**config.mk**
```make
export PLATFORM = sky130hd
export DESIGN_NAME = alu_op_sequencer
export DESIGN_NICKNAME = d
export VERILOG_FILES = /design/src/rtl/alu_op_sequencer.sv
export SDC_FILE = /design/constraint.sdc
export NUM_CORES = 1
export LEC_CHECK = 0
export BUFFER_PORTS_ARGS = -buffer_cell sky130_fd_sc_hd__buf_2
export CAP_MARGIN = 20
export CORE_UTILIZATION = 46
export CTS_CLUSTER_SIZE = 16
export DETAILED_ROUTE_END_ITERATION = 10
export GPL_TIMING_DRIVEN = 0
export PLACE_DENSITY = 0.77
export SLEW_MARGIN = 40
export SYNTH_ARGS = -nofsm -noshare
export SYNTH_HDL_FRONTEND = slang
export SYNTH_SLANG_ARGS = --single-unit
export TNS_END_PERCENT = 50
```
**constraint.sdc**
```tcl
create_clock -name clk -period 2 [get_ports clk]
set_clock_uncertainty 0.05 [all_clocks]
set_input_delay 0.3 -clock clk [delete_from_list [all_inputs] [get_ports clk]]
set_output_delay 0.3 -clock clk [all_outputs]
set_load 0.1 [all_outputs]
```
**src/rtl/alu_op_sequencer.sv**
```systemverilog
// Command sequencer and result capture stage for a 4-bit combinational ALU.
// Registers operands and select, captures the ALU result, and tracks an accumulator and carry count.
module alu_op_sequencer #(
    parameter int unsigned CNT_W = 8
) (
    input  logic             clk,
    input  logic             rst,
    input  logic             cmd_valid,
    output logic             cmd_ready,
    input  logic [1:0]       cmd_op,
    input  logic [3:0]       cmd_a,
    input  logic [3:0]       cmd_b,
    input  logic             cmd_acc,
    output logic [3:0]       alu_a,
    output logic [3:0]       alu_b,
    output logic [1:0]       alu_s,
    input  logic [4:0]       alu_out,
    output logic             res_valid,
    input  logic             res_ready,
    output logic [4:0]       res_data,
    output logic             res_carry,
    input  logic             cnt_clr,
    output logic [CNT_W-1:0] carry_cnt
);

    typedef enum logic [1:0] {
        StIdle  = 2'd0,
        StDrive = 2'd1,
        StHold  = 2'd2
    } state_e;

    localparam logic [1:0]       OpAdd  = 2'd0;
    localparam logic [CNT_W-1:0] CntMax = '1;

    state_e           r_state;
    state_e           w_state_next;
    logic [3:0]       r_alu_a;
    logic [3:0]       r_alu_b;
    logic [1:0]       r_alu_s;
    logic [3:0]       r_acc;
    logic [4:0]       r_res_data;
    logic             r_res_carry;
    logic [CNT_W-1:0] r_cnt;
    logic [CNT_W-1:0] w_cnt_next;

    logic       w_accept;
    logic       w_capture;
    logic [4:0] w_cap_data;
    logic       w_cap_carry;

    assign w_accept  = cmd_valid && (r_state == StIdle);
    assign w_capture = (r_state == StDrive);

    // Bit 4 only carries meaning for add; logic ops (nand in particular) may set it.
    assign w_cap_carry = (r_alu_s == OpAdd) && alu_out[4];
    assign w_cap_data  = (r_alu_s == OpAdd) ? alu_out : {1'b0, alu_out[3:0]};

    always_comb begin
        w_state_next = r_state;
        case (r_state)
            StIdle: begin
                if (cmd_valid) begin
                    w_state_next = StDrive;
                end
            end
            StDrive: begin
                w_state_next = StHold;
            end
            StHold: begin
                if (res_ready) begin
                    w_state_next = StIdle;
                end
            end
            default: begin
                w_state_next = StIdle;
            end
        endcase
    end

    always_ff @(posedge clk or posedge rst) begin
        if (rst) begin
            r_state <= StIdle;
        end else begin
            r_state <= w_state_next;
        end
    end

    always_ff @(posedge clk or posedge rst) begin
        if (rst) begin
            r_alu_a <= 4'd0;
            r_alu_b <= 4'd0;
            r_alu_s <= 2'd0;
        end else if (w_accept) begin
            r_alu_a <= cmd_acc ? r_acc : cmd_a;
            r_alu_b <= cmd_b;
            r_alu_s <= cmd_op;
        end
    end

    always_ff @(posedge clk or posedge rst) begin
        if (rst) begin
            r_acc       <= 4'd0;
            r_res_data  <= 5'd0;
            r_res_carry <= 1'b0;
        end else if (w_capture) begin
            r_acc       <= alu_out[3:0];
            r_res_data  <= w_cap_data;
            r_res_carry <= w_cap_carry;
        end
    end

    // Clear has priority over a coincident increment.
    always_comb begin
        w_cnt_next = r_cnt;
        if (cnt_clr) begin
            w_cnt_next = '0;
        end else if (w_capture && w_cap_carry && (r_cnt != CntMax)) begin
            w_cnt_next = r_cnt + 1'b1;
        end
    end

    always_ff @(posedge clk or posedge rst) begin
        if (rst) begin
            r_cnt <= '0;
        end else begin
            r_cnt <= w_cnt_next;
        end
    end

    assign cmd_ready = (r_state == StIdle);
    assign res_valid = (r_state == StHold);
    assign alu_a     = r_alu_a;
    assign alu_b     = r_alu_b;
    assign alu_s     = r_alu_s;
    assign res_data  = r_res_data;
    assign res_carry = r_res_carry;
    assign carry_cnt = r_cnt;

endmodule

```
==> results of run 1 <==
-- per-layer routing --
layer	wire length [um]	vias to the layer above	share of wire [%]	GRT usage, %
met2	1170	32	49	35.3
met1	1050	459	44	24.3
li1	-	456	-	-
met4	31	0	1.3	9.46
met5	0	-	0	0
met3	122	4	5.1	2.92
-- cell type report --
| type | instances | area share (%) |
|---|---|---|
| tap | 28 | 2.45 |
| buffer | 6 | 2.54 |
| timing repair buffer | 45 | 16.1 |
| clock buffer | 4 | 1.84 |
| sequential | 25 | 43.7 |
| inverter | 3 | 0.787 |
| multi-input combinational | 71 | 32.5 |
-- per-stage QoR --
step	instances	hold WS (ns)	setup TNS (ns)	utilization, %	worst slack, ns
after floorplan	105	0.277	-1.35	-	-0.209
after global placement	177	0.434	0	61.8	0.344
after detailed placement	177	0.313	0	61.8	0.285
after CTS	182	0.118	0	63.4	0.163
after global routing	182	0.106	0	63.4	0.0985
final	182	0.123	0	63.4	0.178
-- synth_stat cells (all sizes together) --
cell and number:
nand3 4, mux2i 5, mux2 6, dfrtp 25, nand4 1, o211ai 1, ha 1, o21ai 4
or4 3, nor3b 1, a21oi 10, xor2 1, inv 3, nand2 17, and2 1, o31ai 3
nand2b 1, or2b 1, buf 6, nor2 7, or3 3, and2b 1
-- critical path, delay by kind of cell (launching register included) --
family | cells | cell delay [ns]
flops | 1 | 0.45
buf+inv | 2 | 0.46
simple gates | 1 | 0.25
-- registers in the layout, indices dropped and copies added (netlist names) --
name       flops
carry_cnt      8
alu_a          4
alu_b          4
r_acc          3
alu_s          2
r_state        2
res_data       2
-- cell families after synthesis --
family                     after synthesis  synth area share, %
DFF                                     25                 55.3
muxes                                   11                 10.4
xor gates and xnor gates                 1                0.774
adders and majority gates                1                 1.11
AOI/OAI and AO/OA                       18                 10.1
buffers and inverters                    9                 4.20
and+or+nand+nor                         40                 18.1
-- worst max path at each step --
stage / start / endpoint / depth (start not counted)
floorplan: carry_cnt[0] / carry_cnt[1] / 6
global placement: carry_cnt[0] / carry_cnt[4] / 6
detailed placement: carry_cnt[0] / carry_cnt[4] / 6
CTS: r_state[0] / res_valid / 3
global route: r_state[0] / res_valid / 3
finish: r_state[0] / res_valid / 3
==> results.sh, run 1 <==
export IMPL_status="completed"
export IMPL_hold_class="input pin to flop"
export IMPL_worstSetupPathType="flop to output pin"
export IMPL_insertedDiodeCount=0
export IMPL_post_route_min_period_ns=1.82
export IMPL_reg2reg_slack_ns=0.27
export IMPL_cts_resized=0
export IMPL_ff2ff_path_depth=6
export IMPL_grt_usage_pct=20.2
export IMPL_die_y_um=51.6
export IMPL_yosysTopAreaCellShare_pct=55.3
export IMPL_cap_viol_max_count=0
export IMPL_final_layout_size_suffix_gt1_share_pct=40.3
export IMPL_cts_tree="built"
export IMPL_cts_hold_buffers=1
export IMPL_wl_mm=2.37
export IMPL_grt_max_degree=26
export IMPL_dpl_cell_area_mm2=0.00139
export IMPL_place_gp_congestion=0.773
export IMPL_clock_latency_ns=0.32
export IMPL_report_final_slew_viol_count=0
export IMPL_pin_count=47
export IMPL_drc=0
export IMPL_initial_utilization_pct=50.2
export IMPL_htreeDepth=1
export IMPL_routed_via_density=5.23
export IMPL_min_path_cells=2
export IMPL_critPathCaptureType="output pin"
export IMPL_setup_viol=0
export IMPL_io_buffers=44
export IMPL_rows=17
export IMPL_rsz0062_at_grt="no"
export IMPL_grt_pass1_vias=906
export IMPL_seq_area_um2=626
export IMPL_startpoint_type="flop"
export IMPL_rr_startpoint="carry_cnt[0]"
export IMPL_path_max_fanout=4
export IMPL_coreArea_mm2=0.00225
export IMPL_final_common_cell="buf_2"
export IMPL_seq_area_frac_synth_pct=55.3
export IMPL_cts_setup_buffers=0
export IMPL_syn_inst=105
export IMPL_critPathMaxStageDelay_ns=0.45
export IMPL_synth_seq_cells=25
export IMPL_nFillCells=195
export IMPL_final_hold_violation_count=0
export IMPL_syn_nets=127
export IMPL_drtAntennaViolNets=0
export IMPL_ys_warn_count=0
export IMPL_worstPathCellList="or2b_1, inv_1, buf_2"
export IMPL_relSlewSlack_pct=65.4
export IMPL_synth_largest_area_cell="dfrtp_1"
export IMPL_finalCritPeriodShare_pct=91.1
export IMPL_rr_endpoint="carry_cnt[4]"
export IMPL_final_cell_mix="46 x buf_2, 25 x dfrtp_1, 17 x nand2_1"
export IMPL_yosys_top_cells_area="dfrtp_1 55%, mux2_2 6.0%, nand2_1 5.6%"
export IMPL_grt_remaining_overflow=0
export IMPL_multiInputGateArea_um2=465
export IMPL_syn_area_per_cell_um2=10.8
export IMPL_cts_buffers=3
export IMPL_required_ns=1.65
export IMPL_worstPathArrival_ns=1.47
export IMPL_cts_buffer_depth=2
export IMPL_fin_nets=177
export IMPL_cts_root_buf="clkbuf_4"
export IMPL_path_clk_slew_ns=0.13
export IMPL_tightest_slew_ns=0.518
export IMPL_grt_pass1_wl_mm=3.95
export IMPL_vias=951
export IMPL_drt_iter0_drc=9
export IMPL_design_die_area_mm2=0.00266
export IMPL_fin_area_mm2=0.00143
export IMPL_drtPass1Iterations=4
export IMPL_cts_num_sinks=25
export IMPL_syn_area_mm2=0.00113
export IMPL_ys_types=25
export IMPL_antenna_found_initial=0
export IMPL_max_freq_mhz=549
export IMPL_cp_slowest_cell="dfrtp_1"
export IMPL_hold_path_startpoint="res_ready"
export IMPL_hold_end="r_state[1]"
export IMPL_wire_per_inst_um=13.0
export IMPL_fp_dieW_um=51.6
export IMPL_place_hpwl_mm=1.80
export IMPL_area_growth_pct=26.4
Power of run 1 is left out: the tool's default activity adds up to more than one toggle a clock period on the data nets, which glitch-free logic cannot reach.
==> run 2: changes to the inputs <==
--- a/config.mk
+++ b/config.mk
@@ -8,6 +8,7 @@
 export BUFFER_PORTS_ARGS = -buffer_cell sky130_fd_sc_hd__buf_2
 export CAP_MARGIN = 20
 export CORE_UTILIZATION = 46
+export CTS_BUF_LIST = sky130_fd_sc_hd__clkbuf_16
 export CTS_CLUSTER_SIZE = 16
 export DETAILED_ROUTE_END_ITERATION = 10
 export GPL_TIMING_DRIVEN = 0
==> results.sh, run 2 (synthesis gave the netlist of run 1 again) <==
export IMPL_status="completed"
export IMPL_design_die_area_mm2=0.00266
export IMPL_hold_class="input pin to async pin"
export IMPL_ff2ff_path_depth=6
export IMPL_cts_resized=0
export IMPL_tightest_slew_ns=0.511
export IMPL_rows=17
export IMPL_required_ns=1.65
export IMPL_rsz0062_at_grt="no"
export IMPL_cts_setup_buffers=0
export IMPL_place_hpwl_mm=1.80
export IMPL_worstPathArrival_ns=1.39
export IMPL_initial_utilization_pct=50.2
export IMPL_routed_via_density=5.31
export IMPL_clock_latency_ns=0.26
export IMPL_cts_root_buf="clkbuf_16"
export IMPL_cts_buffers=3
export IMPL_rr_startpoint="carry_cnt[0]"
export IMPL_cts_tree="built"
export IMPL_final_cell_mix="46 x buf_2, 25 x dfrtp_1, 17 x nand2_1"
export IMPL_report_final_slew_viol_count=0
export IMPL_htreeDepth=1
export IMPL_startpoint_type="flop"
export IMPL_dpl_cell_area_mm2=0.00139
export IMPL_final_core_util_pct=65.3
export IMPL_fp_dieW_um=51.6
export IMPL_hold_ws_ns=0.0207
export IMPL_critPathCaptureType="output pin"
export IMPL_grt_pass1_wl_mm=3.91
export IMPL_drc=0
export IMPL_cts_buffer_depth=2
export IMPL_drtPass1Iterations=4
export IMPL_drt_iter0_drc=12
export IMPL_max_freq_mhz=574
export IMPL_finalCritPeriodShare_pct=87.0
export IMPL_startpoint="r_state[1]"
export IMPL_grt_usage_pct=20.2
export IMPL_fin_area_mm2=0.00147
export IMPL_worstSetupPathType="flop to output pin"
export IMPL_cts_num_sinks=25
export IMPL_antenna_found_initial=0
export IMPL_area_growth_pct=30.2
export IMPL_io_buffers=44
export IMPL_worstPathCellList="or2b_1, inv_1, buf_2"
export IMPL_grt_remaining_overflow=0
export IMPL_relSlewSlack_pct=65.9
export IMPL_wl_mm=2.36
export IMPL_post_route_min_period_ns=1.74
export IMPL_path_clk_slew_ns=0.06
export IMPL_fin_nets=176
export IMPL_pin_count=47
export IMPL_grt_pass1_vias=895
export IMPL_cap_viol_max_count=0
export IMPL_drtAntennaViolNets=0
export IMPL_path_max_fanout=4
export IMPL_coreArea_mm2=0.00225
export IMPL_wire_per_inst_um=13.0
export IMPL_setup_viol=0
export IMPL_critPathMaxStageDelay_ns=0.42
export IMPL_final_layout_size_suffix_gt1_share_pct=40.5
export IMPL_die_y_um=51.6
export IMPL_cts_hold_buffers=0
export IMPL_place_gp_congestion=0.773
export IMPL_largest_reg_flops=8
export IMPL_vias=961
export IMPL_final_hold_violation_count=0
export IMPL_cp_slowest_cell="dfrtp_1"
export IMPL_insertedDiodeCount=0
export IMPL_grt_max_degree=26
export IMPL_final_common_cell="buf_2"
export IMPL_reg2reg_slack_ns=0.29
export IMPL_rr_endpoint="carry_cnt[4]"
-- run 2: cell types whose count changed in the layout (fill, tap and decap cells not counted) --
cell / delta
clkbuf_16: +3
clkbuf_4: -3
clkbuf_1: -1
dlygate4sd3_1: -1
inv_1: +1
-- run 2: area by class of cell --
| cell class | count | area (um^2) |
|---|---|---|
| fillers | 193 | 782 |
| flip-flops and latches | 25 | 626 |
| multi-input cells | 71 | 465 |
| repair buffers | 44 | 220 |
| clock buffers | 3 | 75.1 |
| plain buffers | 6 | 36.3 |
| well taps | 28 | 35.0 |
| inverters | 3 | 11.3 |
| clock inverters | 1 | 3.75 |
-- run 2: per-layer routing --
metal / GRT usage (%) / share of wire [%]
met5: 0 / 0
met4: 8.11 / 0.97
met3: 4.68 / 6.4
met2: 36.6 / 51
met1: 22.8 / 42
-- run 2: worst max-delay path: cells and delay by family (launching register included) --
kind,cells,cell delay (ns)
flops,1,0.42
buf+inv,2,0.46
simple gates,1,0.26
-- run 2: through the flow --
| step | worst slack [ns] | setup TNS (ns) | cells |
|---|---|---|---|
| floorplan | -0.209 | -1.35 | 105 |
| detailed placement | 0.285 | 0 | 177 |
| global placement | 0.344 | 0 | 177 |
| CTS | 0.248 | 0 | 181 |
| finish | 0.259 | 0 | 181 |
| global route | 0.203 | 0 | 181 |
-- run 2: how the worst max path moves through the flow --
stage	end	slack [ns]	depth (start not counted)
after CTS	res_valid	0.25	3
after global placement	carry_cnt[4]	0.34	6
final	res_valid	0.26	3
after floorplan	carry_cnt[1]	-0.21	6
after detailed placement	carry_cnt[4]	0.28	6
after global routing	res_valid	0.20	3
Power of run 2 is left out for the same reason.
